## config.mk

```make
export PLATFORM = sky130hd
export DESIGN_NAME = hpdcache_sram_wmask_ctrl_flat
export DESIGN_NICKNAME = d
export VERILOG_FILES = /design/src/rtl/hpdcache_sram_ctrl_pkg.sv /design/src/rtl/hpdcache_sram_wmask_ctrl_if.sv /design/src/rtl/hpdcache_sram_rsp_buf.sv /design/src/rtl/hpdcache_sram_wmask_ctrl.sv /design/src/flat_wrapper.sv
export SDC_FILE = /design/constraint.sdc
export NUM_CORES = 1
export LEC_CHECK = 0
export CAP_MARGIN = 20
export CORE_AREA = 2 2 39 41
export DETAILED_ROUTE_END_ITERATION = 10
export DIE_AREA = 0 0 41 43
export PLACE_DENSITY = 0.67
export SLEW_MARGIN = 20
export SYNTH_ARGS = -nofsm -noshare
export SYNTH_HDL_FRONTEND = slang
export SYNTH_SLANG_ARGS = --single-unit
```

## constraint.sdc

```tcl
create_clock -name clk -period 1.5 [get_ports clk]
set_input_delay 0.3 -clock clk [delete_from_list [all_inputs] [get_ports clk]]
set_output_delay 0.3 -clock clk [all_outputs]
set_load 0.05 [all_outputs]
```

## src/rtl/hpdcache_sram_ctrl_pkg.sv

```systemverilog
// ---------------------------------------------------------------------------
// hpdcache_sram_ctrl_pkg
//   Shared types and constants for the bit-masked SRAM port controller.
//   - ctrl_state_e  : controller FSM state (zero-sweep / normal service)
//   - RSP_BUF_DEPTH : number of read responses that can be held back
//   - RSP_CNT_W     : width of the response buffer occupancy counter
// ---------------------------------------------------------------------------
package hpdcache_sram_ctrl_pkg;

   typedef enum logic {
      ST_INIT = 1'b0,
      ST_RUN  = 1'b1
   } ctrl_state_e;

   localparam int unsigned RSP_BUF_DEPTH = 2;
   localparam int unsigned RSP_CNT_W     = $clog2(RSP_BUF_DEPTH + 1);

endpackage

```

## src/rtl/hpdcache_sram_wmask_ctrl_if.sv

```systemverilog
// ---------------------------------------------------------------------------
// hpdcache_sram_wmask_ctrl_if
//   Bundles every non-clock signal of the SRAM port controller:
//   - request stream  : req_valid_i/req_ready_o plus we/addr/wdata/wmask
//   - response stream : rsp_valid_o/rsp_ready_i plus rsp_rdata_o
//   - status          : init_done_o
//   - SRAM macro port : sram_cs_o/we/addr/wdata/wmask, sram_rdata_i
//   Modport slave is the controller's view, master is the surrounding
//   logic's view (requester, response consumer and SRAM macro).
//
//   Handshake rule for both streams: a transfer happens on a rising clock
//   edge where valid and ready are both high; the sender keeps its payload
//   stable while valid is high and ready is low, and ready never depends on
//   valid of the same stream.
// ---------------------------------------------------------------------------
interface hpdcache_sram_wmask_ctrl_if #(
   parameter int unsigned ADDR_SIZE = 0,
   parameter int unsigned DATA_SIZE = 0
);
   localparam int unsigned AW = (ADDR_SIZE > 0) ? ADDR_SIZE : 1;
   localparam int unsigned DW = (DATA_SIZE > 0) ? DATA_SIZE : 1;

   logic          req_valid_i;
   logic          req_ready_o;
   logic          req_we_i;
   logic [AW-1:0] req_addr_i;
   logic [DW-1:0] req_wdata_i;
   logic [DW-1:0] req_wmask_i;

   logic          rsp_valid_o;
   logic          rsp_ready_i;
   logic [DW-1:0] rsp_rdata_o;

   logic          init_done_o;

   logic          sram_cs_o;
   logic          sram_we_o;
   logic [AW-1:0] sram_addr_o;
   logic [DW-1:0] sram_wdata_o;
   logic [DW-1:0] sram_wmask_o;
   logic [DW-1:0] sram_rdata_i;

   modport slave (
      input  req_valid_i, req_we_i, req_addr_i, req_wdata_i, req_wmask_i,
      output req_ready_o,
      output rsp_valid_o, rsp_rdata_o,
      input  rsp_ready_i,
      output init_done_o,
      output sram_cs_o, sram_we_o, sram_addr_o, sram_wdata_o, sram_wmask_o,
      input  sram_rdata_i
   );

   modport master (
      output req_valid_i, req_we_i, req_addr_i, req_wdata_i, req_wmask_i,
      input  req_ready_o,
      input  rsp_valid_o, rsp_rdata_o,
      output rsp_ready_i,
      input  init_done_o,
      input  sram_cs_o, sram_we_o, sram_addr_o, sram_wdata_o, sram_wmask_o,
      output sram_rdata_i
   );

endinterface

```

## src/rtl/hpdcache_sram_rsp_buf.sv

```systemverilog
// ---------------------------------------------------------------------------
// hpdcache_sram_rsp_buf
//   Registered FIFO holding read data until the consumer takes it.
//   Ports:
//     clk, rst_n  : clock, synchronous active-low reset (empties the FIFO)
//     push        : write push_data at the tail this cycle
//     push_data   : data to enqueue
//     pop         : drop the head entry this cycle
//     count       : number of valid entries (0..RSP_BUF_DEPTH)
//     head        : oldest entry; meaningful only while count > 0
//   The caller guarantees no push into a full buffer (credit scheme) and no
//   pop from an empty one.
// ---------------------------------------------------------------------------
module hpdcache_sram_rsp_buf
   import hpdcache_sram_ctrl_pkg::*;
#(
   parameter int unsigned DATA_SIZE = 1
) (
   input  logic                 clk,
   input  logic                 rst_n,
   input  logic                 push,
   input  logic [DATA_SIZE-1:0] push_data,
   input  logic                 pop,
   output logic [RSP_CNT_W-1:0] count,
   output logic [DATA_SIZE-1:0] head
);

   localparam int unsigned PTR_W = (RSP_BUF_DEPTH > 1) ? $clog2(RSP_BUF_DEPTH) : 1;

   logic [DATA_SIZE-1:0] mem_q [RSP_BUF_DEPTH];
   logic [PTR_W-1:0]     wr_ptr_q;
   logic [PTR_W-1:0]     rd_ptr_q;
   logic [RSP_CNT_W-1:0] count_q;

   function automatic logic [PTR_W-1:0] next_ptr(input logic [PTR_W-1:0] ptr);
      if (ptr == PTR_W'(RSP_BUF_DEPTH - 1)) begin
         return '0;
      end
      return ptr + 1'b1;
   endfunction

   // Storage is not reset: entries are only observed through count.
   always_ff @(posedge clk) begin
      if (push) begin
         mem_q[wr_ptr_q] <= push_data;
      end
   end

   always_ff @(posedge clk) begin
      if (!rst_n) begin
         wr_ptr_q <= '0;
         rd_ptr_q <= '0;
         count_q  <= '0;
      end else begin
         if (push) begin
            wr_ptr_q <= next_ptr(wr_ptr_q);
         end
         if (pop) begin
            rd_ptr_q <= next_ptr(rd_ptr_q);
         end
         // Simultaneous push and pop leaves the occupancy unchanged.
         case ({push, pop})
            2'b10:   count_q <= count_q + 1'b1;
            2'b01:   count_q <= count_q - 1'b1;
            default: count_q <= count_q;
         endcase
      end
   end

   assign count = count_q;
   assign head  = mem_q[rd_ptr_q];

endmodule

```

## src/rtl/hpdcache_sram_wmask_ctrl.sv

```systemverilog
// ---------------------------------------------------------------------------
// hpdcache_sram_wmask_ctrl
//   Initiator-side controller for a 1RW bit-masked SRAM with 1-cycle read
//   latency. After reset it optionally sweeps every word to zero (INIT),
//   then passes a valid/ready request stream straight to the SRAM (RUN),
//   returning read data through a 2-entry response buffer so the consumer
//   may apply backpressure.
//   Ports:
//     clk, rst_n : clock, synchronous active-low reset
//     bus        : request/response streams, init_done and SRAM port
//     dbg_state  : current FSM state, for observation only
// ---------------------------------------------------------------------------
module hpdcache_sram_wmask_ctrl
   import hpdcache_sram_ctrl_pkg::*;
#(
   parameter int unsigned ADDR_SIZE     = 0,
   parameter int unsigned DATA_SIZE     = 0,
   parameter int unsigned DEPTH         = 2 ** ADDR_SIZE,
   parameter bit          INIT_ON_RESET = 1'b1
) (
   input  logic                           clk,
   input  logic                           rst_n,
   hpdcache_sram_wmask_ctrl_if.slave      bus,
   output ctrl_state_e                    dbg_state
);

   localparam int unsigned AW = (ADDR_SIZE > 0) ? ADDR_SIZE : 1;
   localparam int unsigned DW = (DATA_SIZE > 0) ? DATA_SIZE : 1;
   localparam logic [AW-1:0] LAST_ADDR = AW'(DEPTH - 1);
   localparam ctrl_state_e   RESET_STATE = INIT_ON_RESET ? ST_INIT : ST_RUN;

   ctrl_state_e          state_q, state_d;
   logic [AW-1:0]        init_cnt_q, init_cnt_d;
   logic                 inflight_q, inflight_d;

   logic [RSP_CNT_W-1:0] buf_count;
   logic [DW-1:0]        buf_head;
   logic                 buf_valid;
   logic                 buf_pop;
   logic [2:0]           used;
   logic                 credit_ok;

   logic                 req_ready;
   logic                 sram_cs;
   logic                 sram_we;
   logic [AW-1:0]        sram_addr;
   logic [DW-1:0]        sram_wdata;
   logic [DW-1:0]        sram_wmask;

   // -------------------------------------------------------------------------
   // Response buffer: SRAM data is captured at the end of the cycle that
   // follows an accepted read (inflight), so responses come out registered.
   // -------------------------------------------------------------------------
   hpdcache_sram_rsp_buf #(
      .DATA_SIZE (DW)
   ) u_rsp_buf (
      .clk       (clk),
      .rst_n     (rst_n),
      .push      (inflight_q),
      .push_data (bus.sram_rdata_i),
      .pop       (buf_pop),
      .count     (buf_count),
      .head      (buf_head)
   );

   assign buf_valid = (buf_count != '0);
   assign buf_pop   = buf_valid & bus.rsp_ready_i;

   // credits = DEPTH - count - inflight + pop; credits > 0 is rewritten as
   // count + inflight < DEPTH + pop to stay in unsigned arithmetic.
   assign used      = 3'(buf_count) + 3'(inflight_q);
   assign credit_ok = used < (3'(RSP_BUF_DEPTH) + 3'(buf_pop));

   // -------------------------------------------------------------------------
   // FSM state, sweep counter and inflight flag
   // -------------------------------------------------------------------------
   always_ff @(posedge clk) begin
      if (!rst_n) begin
         state_q    <= RESET_STATE;
         init_cnt_q <= '0;
         inflight_q <= 1'b0;
      end else begin
         state_q    <= state_d;
         init_cnt_q <= init_cnt_d;
         inflight_q <= inflight_d;
      end
   end

   always_comb begin
      state_d    = state_q;
      init_cnt_d = init_cnt_q;
      req_ready  = 1'b0;
      sram_cs    = 1'b0;
      sram_we    = 1'b0;
      sram_addr  = '0;
      sram_wdata = '0;
      sram_wmask = '0;

      case (state_q)
         ST_INIT: begin
            sram_cs    = 1'b1;
            sram_we    = 1'b1;
            sram_addr  = init_cnt_q;
            sram_wdata = '0;
            sram_wmask = '1;
            init_cnt_d = init_cnt_q + 1'b1;
            if (init_cnt_q == LAST_ADDR) begin
               state_d    = ST_RUN;
               init_cnt_d = '0;
            end
         end
         ST_RUN: begin
            // Writes never consume a response slot, so they are never held.
            req_ready  = bus.req_we_i | credit_ok;
            sram_cs    = bus.req_valid_i & req_ready;
            sram_we    = bus.req_we_i;
            sram_addr  = bus.req_addr_i;
            sram_wdata = bus.req_wdata_i;
            sram_wmask = bus.req_wmask_i;
         end
         default: begin
            state_d = RESET_STATE;
         end
      endcase

      // While reset is held nothing may reach the macro.
      if (!rst_n) begin
         req_ready = 1'b0;
         sram_cs   = 1'b0;
      end

      inflight_d = bus.req_valid_i & req_ready & ~bus.req_we_i;
   end

   // -------------------------------------------------------------------------
   // Outputs
   // -------------------------------------------------------------------------
   assign bus.req_ready_o  = req_ready;
   assign bus.rsp_valid_o  = buf_valid;
   assign bus.rsp_rdata_o  = buf_head;
   assign bus.init_done_o  = (state_q == ST_RUN);
   assign bus.sram_cs_o    = sram_cs;
   assign bus.sram_we_o    = sram_we;
   assign bus.sram_addr_o  = sram_addr;
   assign bus.sram_wdata_o = sram_wdata;
   assign bus.sram_wmask_o = sram_wmask;
   assign dbg_state        = state_q;

endmodule
```

## src/flat_wrapper.sv

```systemverilog
// flat-port wrapper written by rule: the top's interface ports become plain ports
module hpdcache_sram_wmask_ctrl_flat import hpdcache_sram_ctrl_pkg::*;
#(
   parameter int unsigned ADDR_SIZE     = 0,
   parameter int unsigned DATA_SIZE     = 0,
   parameter int unsigned DEPTH         = 2 ** ADDR_SIZE,
   parameter bit          INIT_ON_RESET = 1'b1
)
  (clk, rst_n, dbg_state, bus_req_valid_i, bus_req_we_i, bus_req_addr_i, bus_req_wdata_i, bus_req_wmask_i, bus_req_ready_o, bus_rsp_valid_o, bus_rsp_rdata_o, bus_rsp_ready_i, bus_init_done_o, bus_sram_cs_o, bus_sram_we_o, bus_sram_addr_o, bus_sram_wdata_o, bus_sram_wmask_o, bus_sram_rdata_i);
  hpdcache_sram_wmask_ctrl_if #(.ADDR_SIZE(ADDR_SIZE), .DATA_SIZE(DATA_SIZE)) bus_i ();
  input  logic clk;
  input  logic rst_n;
  output ctrl_state_e dbg_state;
  input wire logic [$bits(bus_i.req_valid_i)-1:0] bus_req_valid_i;
  input wire logic [$bits(bus_i.req_we_i)-1:0] bus_req_we_i;
  input wire logic [$bits(bus_i.req_addr_i)-1:0] bus_req_addr_i;
  input wire logic [$bits(bus_i.req_wdata_i)-1:0] bus_req_wdata_i;
  input wire logic [$bits(bus_i.req_wmask_i)-1:0] bus_req_wmask_i;
  output wire logic [$bits(bus_i.req_ready_o)-1:0] bus_req_ready_o;
  output wire logic [$bits(bus_i.rsp_valid_o)-1:0] bus_rsp_valid_o;
  output wire logic [$bits(bus_i.rsp_rdata_o)-1:0] bus_rsp_rdata_o;
  input wire logic [$bits(bus_i.rsp_ready_i)-1:0] bus_rsp_ready_i;
  output wire logic [$bits(bus_i.init_done_o)-1:0] bus_init_done_o;
  output wire logic [$bits(bus_i.sram_cs_o)-1:0] bus_sram_cs_o;
  output wire logic [$bits(bus_i.sram_we_o)-1:0] bus_sram_we_o;
  output wire logic [$bits(bus_i.sram_addr_o)-1:0] bus_sram_addr_o;
  output wire logic [$bits(bus_i.sram_wdata_o)-1:0] bus_sram_wdata_o;
  output wire logic [$bits(bus_i.sram_wmask_o)-1:0] bus_sram_wmask_o;
  input wire logic [$bits(bus_i.sram_rdata_i)-1:0] bus_sram_rdata_i;
  assign bus_i.req_valid_i = bus_req_valid_i;
  assign bus_i.req_we_i = bus_req_we_i;
  assign bus_i.req_addr_i = bus_req_addr_i;
  assign bus_i.req_wdata_i = bus_req_wdata_i;
  assign bus_i.req_wmask_i = bus_req_wmask_i;
  assign bus_req_ready_o = bus_i.req_ready_o;
  assign bus_rsp_valid_o = bus_i.rsp_valid_o;
  assign bus_rsp_rdata_o = bus_i.rsp_rdata_o;
  assign bus_i.rsp_ready_i = bus_rsp_ready_i;
  assign bus_init_done_o = bus_i.init_done_o;
  assign bus_sram_cs_o = bus_i.sram_cs_o;
  assign bus_sram_we_o = bus_i.sram_we_o;
  assign bus_sram_addr_o = bus_i.sram_addr_o;
  assign bus_sram_wdata_o = bus_i.sram_wdata_o;
  assign bus_sram_wmask_o = bus_i.sram_wmask_o;
  assign bus_i.sram_rdata_i = bus_sram_rdata_i;
  hpdcache_sram_wmask_ctrl #(.ADDR_SIZE(ADDR_SIZE), .DATA_SIZE(DATA_SIZE), .DEPTH(DEPTH), .INIT_ON_RESET(INIT_ON_RESET)) u_core (.clk(clk), .rst_n(rst_n), .bus(bus_i), .dbg_state(dbg_state));
endmodule
```

### Word-level counts from Yosys, hierarchy flattened

Memories as Yosys holds them, arrays and structs flattened. A register that Yosys moved wholly into a read port is not among the register bits.
Index checks and enable logic that the tools add are counted.

| storage, ports and cells | value |
|---|---|
| bits in registers | 7 |
| RAM bits | 2 |
| input port bits | 9 |
| output and inout bits | 10 |
| logic and storage cells | 52 |
| memories | 1 |

| operators by class | value |
|---|---|
| $add $sub $neg | 7 |
| order comparisons | 1 |
| equality and inequality tests | 2 |
| multiplexer cells | 26 |
| bitwise logic cells | 7 |
| reductions and logical operators | 2 |

Memories:

| memory | words | bits a word | read ports | clocked after Yosys merged registers in | wr ports | line | source |
|---|---|---|---|---|---|---|---|
| u_core.u_rsp_buf.mem_q | 2 | 1 | 1 | 1 | 1 | hpdcache_sram_rsp_buf.sv:30 | `logic [DATA_SIZE-1:0] mem_q [RSP_BUF_DEPTH];` |

Operators with widths:

| cell | number |
|---|---|
| 1-bit 2-to-1 mux | 20 |
| 1-bit one-hot mux with 2 select lines | 5 |
| 1-bit bitwise AND | 4 |
| 2-bit one-hot mux with 2 select lines | 1 |
| 2-bit nonzero test | 2 |
| 1-bit adder, second input constant | 3 |
| 2-bit by 1-bit adder with 3-bit output | 1 |
| 2-bit by 1-bit adder with 3-bit output, first input constant | 1 |
| 3-bit < comparator | 1 |
| 2-bit by 1-bit adder with 2-bit output, second input constant | 1 |
| 2-bit by 1-bit equality test with 1-bit output, second input constant | 1 |
| 2-bit equality test, second input constant | 1 |
| 1-bit NOT | 2 |
| 2-bit by 1-bit subtractor with 2-bit output, second input constant | 1 |
| 1-bit OR | 1 |

### Logic depth before layout (Yosys ltp)

| depth | value |
|---|---|
| word-level depth | 9 |
| gate-level depth with buffers | 6 |
| depth with buffers taken out | 6 |

### By module

A second synthesis with hierarchy kept.

| unflattened totals | value |
|---|---|
| cells, all modules | 45 |
| area, all modules | 484.2 um^2 |

By module, submodules not included:

| module | times used | cells an instance | area each (um^2) | seq. area each (um^2) |
|---|---|---|---|---|
| hpdcache_sram_rsp_buf | 1 | 23 | 275.3 | 160.2 |
| hpdcache_sram_wmask_ctrl | 1 | 22 | 209.0 | 40.0 |

### Worst setup path after synthesis

OpenSTA, ideal clock, no wires.

| timing path | value |
|---|---|
| path kind | reg2out |
| start | reg u_core.u_rsp_buf.count_q[0] (netlist: u_core.u_rsp_buf.count[0]) |
| end | out bus_req_ready_o |
| data arrival time | 2095 ps |
| required time | 1200 ps |
| path slack | -895 ps |
| stages on the path, launching flop included | 5 |
| path buffers | 0 |
| cell sequence | dfxtp_1 > ha_1 > ha_1 > o21a_1 > o31ai_1 |

| between the ends | value |
|---|---|
| cells in the longest elaborated chain, start to end | 7 |
| elaborated cells between the ends (all ways) | 8 |
| those cells by class | 2 x add/sub; 1 x order compare; 2 x mux; 2 x bitwise; 1 x reduce/logical |

Ends and longest elaborated chain:

| element | line | source |
|---|---|---|
| start, declared | hpdcache_sram_rsp_buf.sv:33 | `logic [RSP_CNT_W-1:0] count_q;` |
| start signal, assigned | hpdcache_sram_rsp_buf.sv:63 | `2'b10: count_q <= count_q + 1'b1;` |
| start signal, assigned | hpdcache_sram_rsp_buf.sv:64 | `2'b01: count_q <= count_q - 1'b1;` |
| start signal, assigned | hpdcache_sram_rsp_buf.sv:65 | `default: count_q <= count_q;` |
| 2-bit nonzero test | hpdcache_sram_wmask_ctrl.sv:66 | `assign buf_valid = (buf_count != '0);` |
| 1-bit bitwise AND | hpdcache_sram_wmask_ctrl.sv:67 | `assign buf_pop = buf_valid & bus.rsp_ready_i;` |
| 2-bit by 1-bit adder with 3-bit output | hpdcache_sram_wmask_ctrl.sv:72 | `assign credit_ok = used < (3'(RSP_BUF_DEPTH) + 3'(buf_pop));` |
| 3-bit < comparator (*) | hpdcache_sram_wmask_ctrl.sv:72 |  |
| 1-bit OR (*) | hpdcache_sram_wmask_ctrl.sv:114 | `req_ready = bus.req_we_i \| credit_ok;` |
| 1-bit 2-to-1 mux (*) | hpdcache_sram_wmask_ctrl.sv:99 | `case (state_q)` |
| 1-bit 2-to-1 mux (*) | hpdcache_sram_wmask_ctrl.sv:127 | `if (!rst_n) begin` |
| end, declared | flat_wrapper.sv:19 | `output wire logic [$bits(bus_i.req_ready_o)-1:0] bus_req_ready_o;` |

Every way passes the cells marked *; elsewhere a longest branch is shown, timed or not.

### Final worst setup path

Same ends and word-level chain as after synthesis.

==> reports/results.tsv <==
stage	metric	value	unit
pwr	ir_drop	573	uV
global_route	overflow	0	
logic_synthesis	yosys.area_share.simple	22.0	%
logic_synthesis	synth_fa_ha_area_share	8.57	%
global_route	grt.total_usage	14.5	%
worst_hold_path	worstHoldPathCells	2	
run_status	violations	setup timing	
routing	dr_total_vias	415	
routing	drc	0	
global_route	grt_pass1_vias	413	
worst_hold_path	worstHoldStart	u_core.u_rsp_buf.rd_ptr_q	
final_layout	layout-drive-gt1-share	43.1	%
logic_synthesis	synth_seq_cells	9	
logic_synthesis	synth.area.mux_share	2.57	%
global_route	grt_busiest_layer	met2	
pwr	pwr-share-comb	37.3	%
timing	worst_pin_slew	242	ps
logic_synthesis	yosys_warnings	0	
worst_setup_path	start_kind	flip-flop	
logic_synthesis	synthTopCellsByCount	7 x dfxtp_1, 5 x nor2_1	
floorplanning	die_h	43	um
clock_tree	cts.clk_slew.worst_paths	60	ps
worst_setup_path	path_class	flip-flop to output port	
logic_synthesis	synth.most_common_cell	dfxtp_1	
timing	fmax	0.558	GHz
global_route	met1_usage	16.3	%
floorplanning	ios	19	
routing	first_pass_iters	3	
logic_synthesis	synth_area	438	sq um
clock_tree	clkLatencyLatePin	260	ps
logic_synthesis	async_flop_share	0	%
placed_design	routabilityCongestion	0.738	
routing	final_antenna_net_count	0	
placed_design	io_buffer_count	18	
timing	rsz0062_at_grt	true	
clock_tree	cts_root_buf	clkbuf_4	
logic_synthesis	synth.area.top_cells	dfxtp_1 32%, edfxtp_1 14%, ha_1 8.6%, and2_1 4.3%, nand2b_1 4.3%	
logic_synthesis	synth_top_area_cell	dfxtp_1	
global_route	grt_pass1_wl	1640	um
worst_setup_path	cp.arrival	1490	ps
placed_design	place_inst	84	
pwr	p_int	506	uW
worst_setup_path	r2r.worst_path.cells	5	
worst_hold_path	hold_path.class	flip-flop to flip-flop	
timing	slew_headroom	83.7	%
logic_synthesis	synth_cell_types	22	
pwr	pwr-share-clk	25.4	%
global_route	met2_usage	20.3	%
logic_synthesis	synth_edf_count	2	
worst_setup_path	r2r_start	u_core.u_rsp_buf.count[1]	
floorplanning	row_count	14	
pwr	p_per_area	877	nW/um^2
pwr	switching_share	32.3	%
worst_setup_path	critPathCaptureType	output port	
worst_setup_path	crit_required	1200	ps
timing	finalSetupViolations	2	
global_route	use_met3	4.19	%
worst_setup_path	reg2reg_slack	10	ps
floorplanning	initial_core_util	31.6	%
logic_synthesis	synth_top_area_share	32.0	%
global_route	grt_max_degree	7	
routing	wl_per_cell	10.4	um
logic_synthesis	synth_compound_area_share	8.86	%
clock_tree	cts_made_buffers	3	
logic_synthesis	synth-xor-area-share	8.00	%
timing	post-route-period-util	120	%
worst_setup_path	rr_endpoint	u_core.u_rsp_buf.count[1]	
clock_tree	clock_sinks	9	
logic_synthesis	synthFlopType	dfxtp_1	
pwr	seqPwrFrac	37.3	%
floorplanning	dieArea	1760	sq um
logic_synthesis	synth-seq-area-share	45.7	%
routing	finalWirelength	918	um
global_route	grt_antenna_before_repair	0	
timing	drv_slew	0	
pwr	p_sw	242	uW
placed_design	hpwlAfterDp	752	um
clock_tree	tritoncts	done	
final_layout	layout.cells.non_filler	88	
worst_hold_path	holdPathEnd	u_core.u_rsp_buf.rd_ptr_q	
run	drv_cap	0	
floorplanning	die_w	41	um
timing	clock_skew	6.01	ps
final_layout	fillers	118	
clock_tree	holdBufCountCts	0	
routing	drt-vias-per-instance	4.72	
timing	worst_slack	-293	ps
final_layout	antenna_cells	0	
clock_tree	htree_levels	1	
final_layout	area_growth	94.9	%
pwr	total_leakage_power	0.000347	uW
worst_setup_path	cp_max_fo	3	
pwr	power.total	748	uW
logic_synthesis	synth.avg_cell_area	9.73	sq um
routing	drtIter0Drc	6	
floorplanning	core-area	1380	sq um
timing	final_hold_viol_count	0	
clock_tree	clk_path_buf_depth	2	
logic_synthesis	synth_top_family_by_area	simple AND/OR/NAND/NOR gates	
run_status	status	finished with violations	
worst_setup_path	crit_start	u_core.u_rsp_buf.count[0]	
logic_synthesis	syn_inst	45	
final_layout	layout.nets	85	
timing	fin_crit	1790	ps
logic_synthesis	synthesis.nets	57	
-- how the worst max path moves through the flow --
stage,endpoint,cells past startpoint,slack (ps)
floorplan,bus_req_ready_o,4,-150
detailed placement,bus_req_ready_o,5,-340
CTS,bus_req_ready_o,5,-300
global route,bus_req_ready_o,5,-330
finish,bus_req_ready_o,5,-290
global placement,bus_req_ready_o,5,-330
-- metal layers --
metal / part of all wire, % / routed length, um
met2: 51 / 471
met1: 40 / 363
met3: 4.8 / 44
met5: 0 / 0
met4: 4.1 / 38
-- critical path, stage by stage (launching register included) --
cell and delay (ps):
dfxtp_2 340, ha_4 160, ha_4 200, o21a_4 130, o31ai_4 220, buf_12 170
-- area by class of cell --
| type | instances | area, sq um | share of cell area [%] |
|---|---|---|---|
| clock buffer | 4 | 26.3 | 3.08 |
| inverter | 3 | 11.3 | 1.32 |
| sequential | 9 | 205 | 24.0 |
| multi-input combinational | 32 | 287 | 33.6 |
| timing repair buffer | 24 | 304 | 35.6 |
| tap | 16 | 20.0 | 2.35 |
-- logic make-up after synthesis --
family                   after synthesis
flip-flops                             9
AND/OR/NAND/NOR                       18
multiplexers                           1
XOR/XNOR                               4
adder cells (fa/ha/maj)                3
AO/OA/AOI/OAI                          6
buffers and inverters                  4
-- layout by cell type (no fill, tap or decap), drive strengths merged, types with 2 or more instances in the layout --
cell type,n
clkdlybuf4s50,8
ha,3
clkbuf,4
buf,16
nand2b,3
xor2,2
o21ai,2
inv,3
dfxtp,7
nor2,5
nand3,2
edfxtp,2
xnor2,2
and2,3
-- power by group through the flow --
stage / Combinational, uW / Sequential, uW / Clock [uW]
after floorplan: 144 / 290 / 0
after global placement: 274 / 283 / 0
after detailed placement: 275 / 283 / 0
after CTS: 281 / 278 / 197
after global routing: 298 / 281 / 206
final: 279 / 279 / 190
-- through the flow --
stage	setup slack, ps	TNS (ps)	hold slack, ps	util (%)	instance area [sq um]
4_1_cts	-304	-652	525	61.4	850
3_5_place_dp	-339	-1100	509	59.1	818
2_1_floorplan	-150	-153	328	-	505
5_1_grt	-332	-730	560	61.7	853
3_3_place_gp	-330	-1080	510	59.1	818
6_report	-293	-571	516	61.7	853
-- timing repair --
action / in CTS / in global routing
endpoints found under the setup margin: 5 / 5
resized for setup: 2 / 1
pin swaps: 1 / 0
buffers inserted: 0 / 0
No activity file was read; power rests on OpenSTA's default activity.
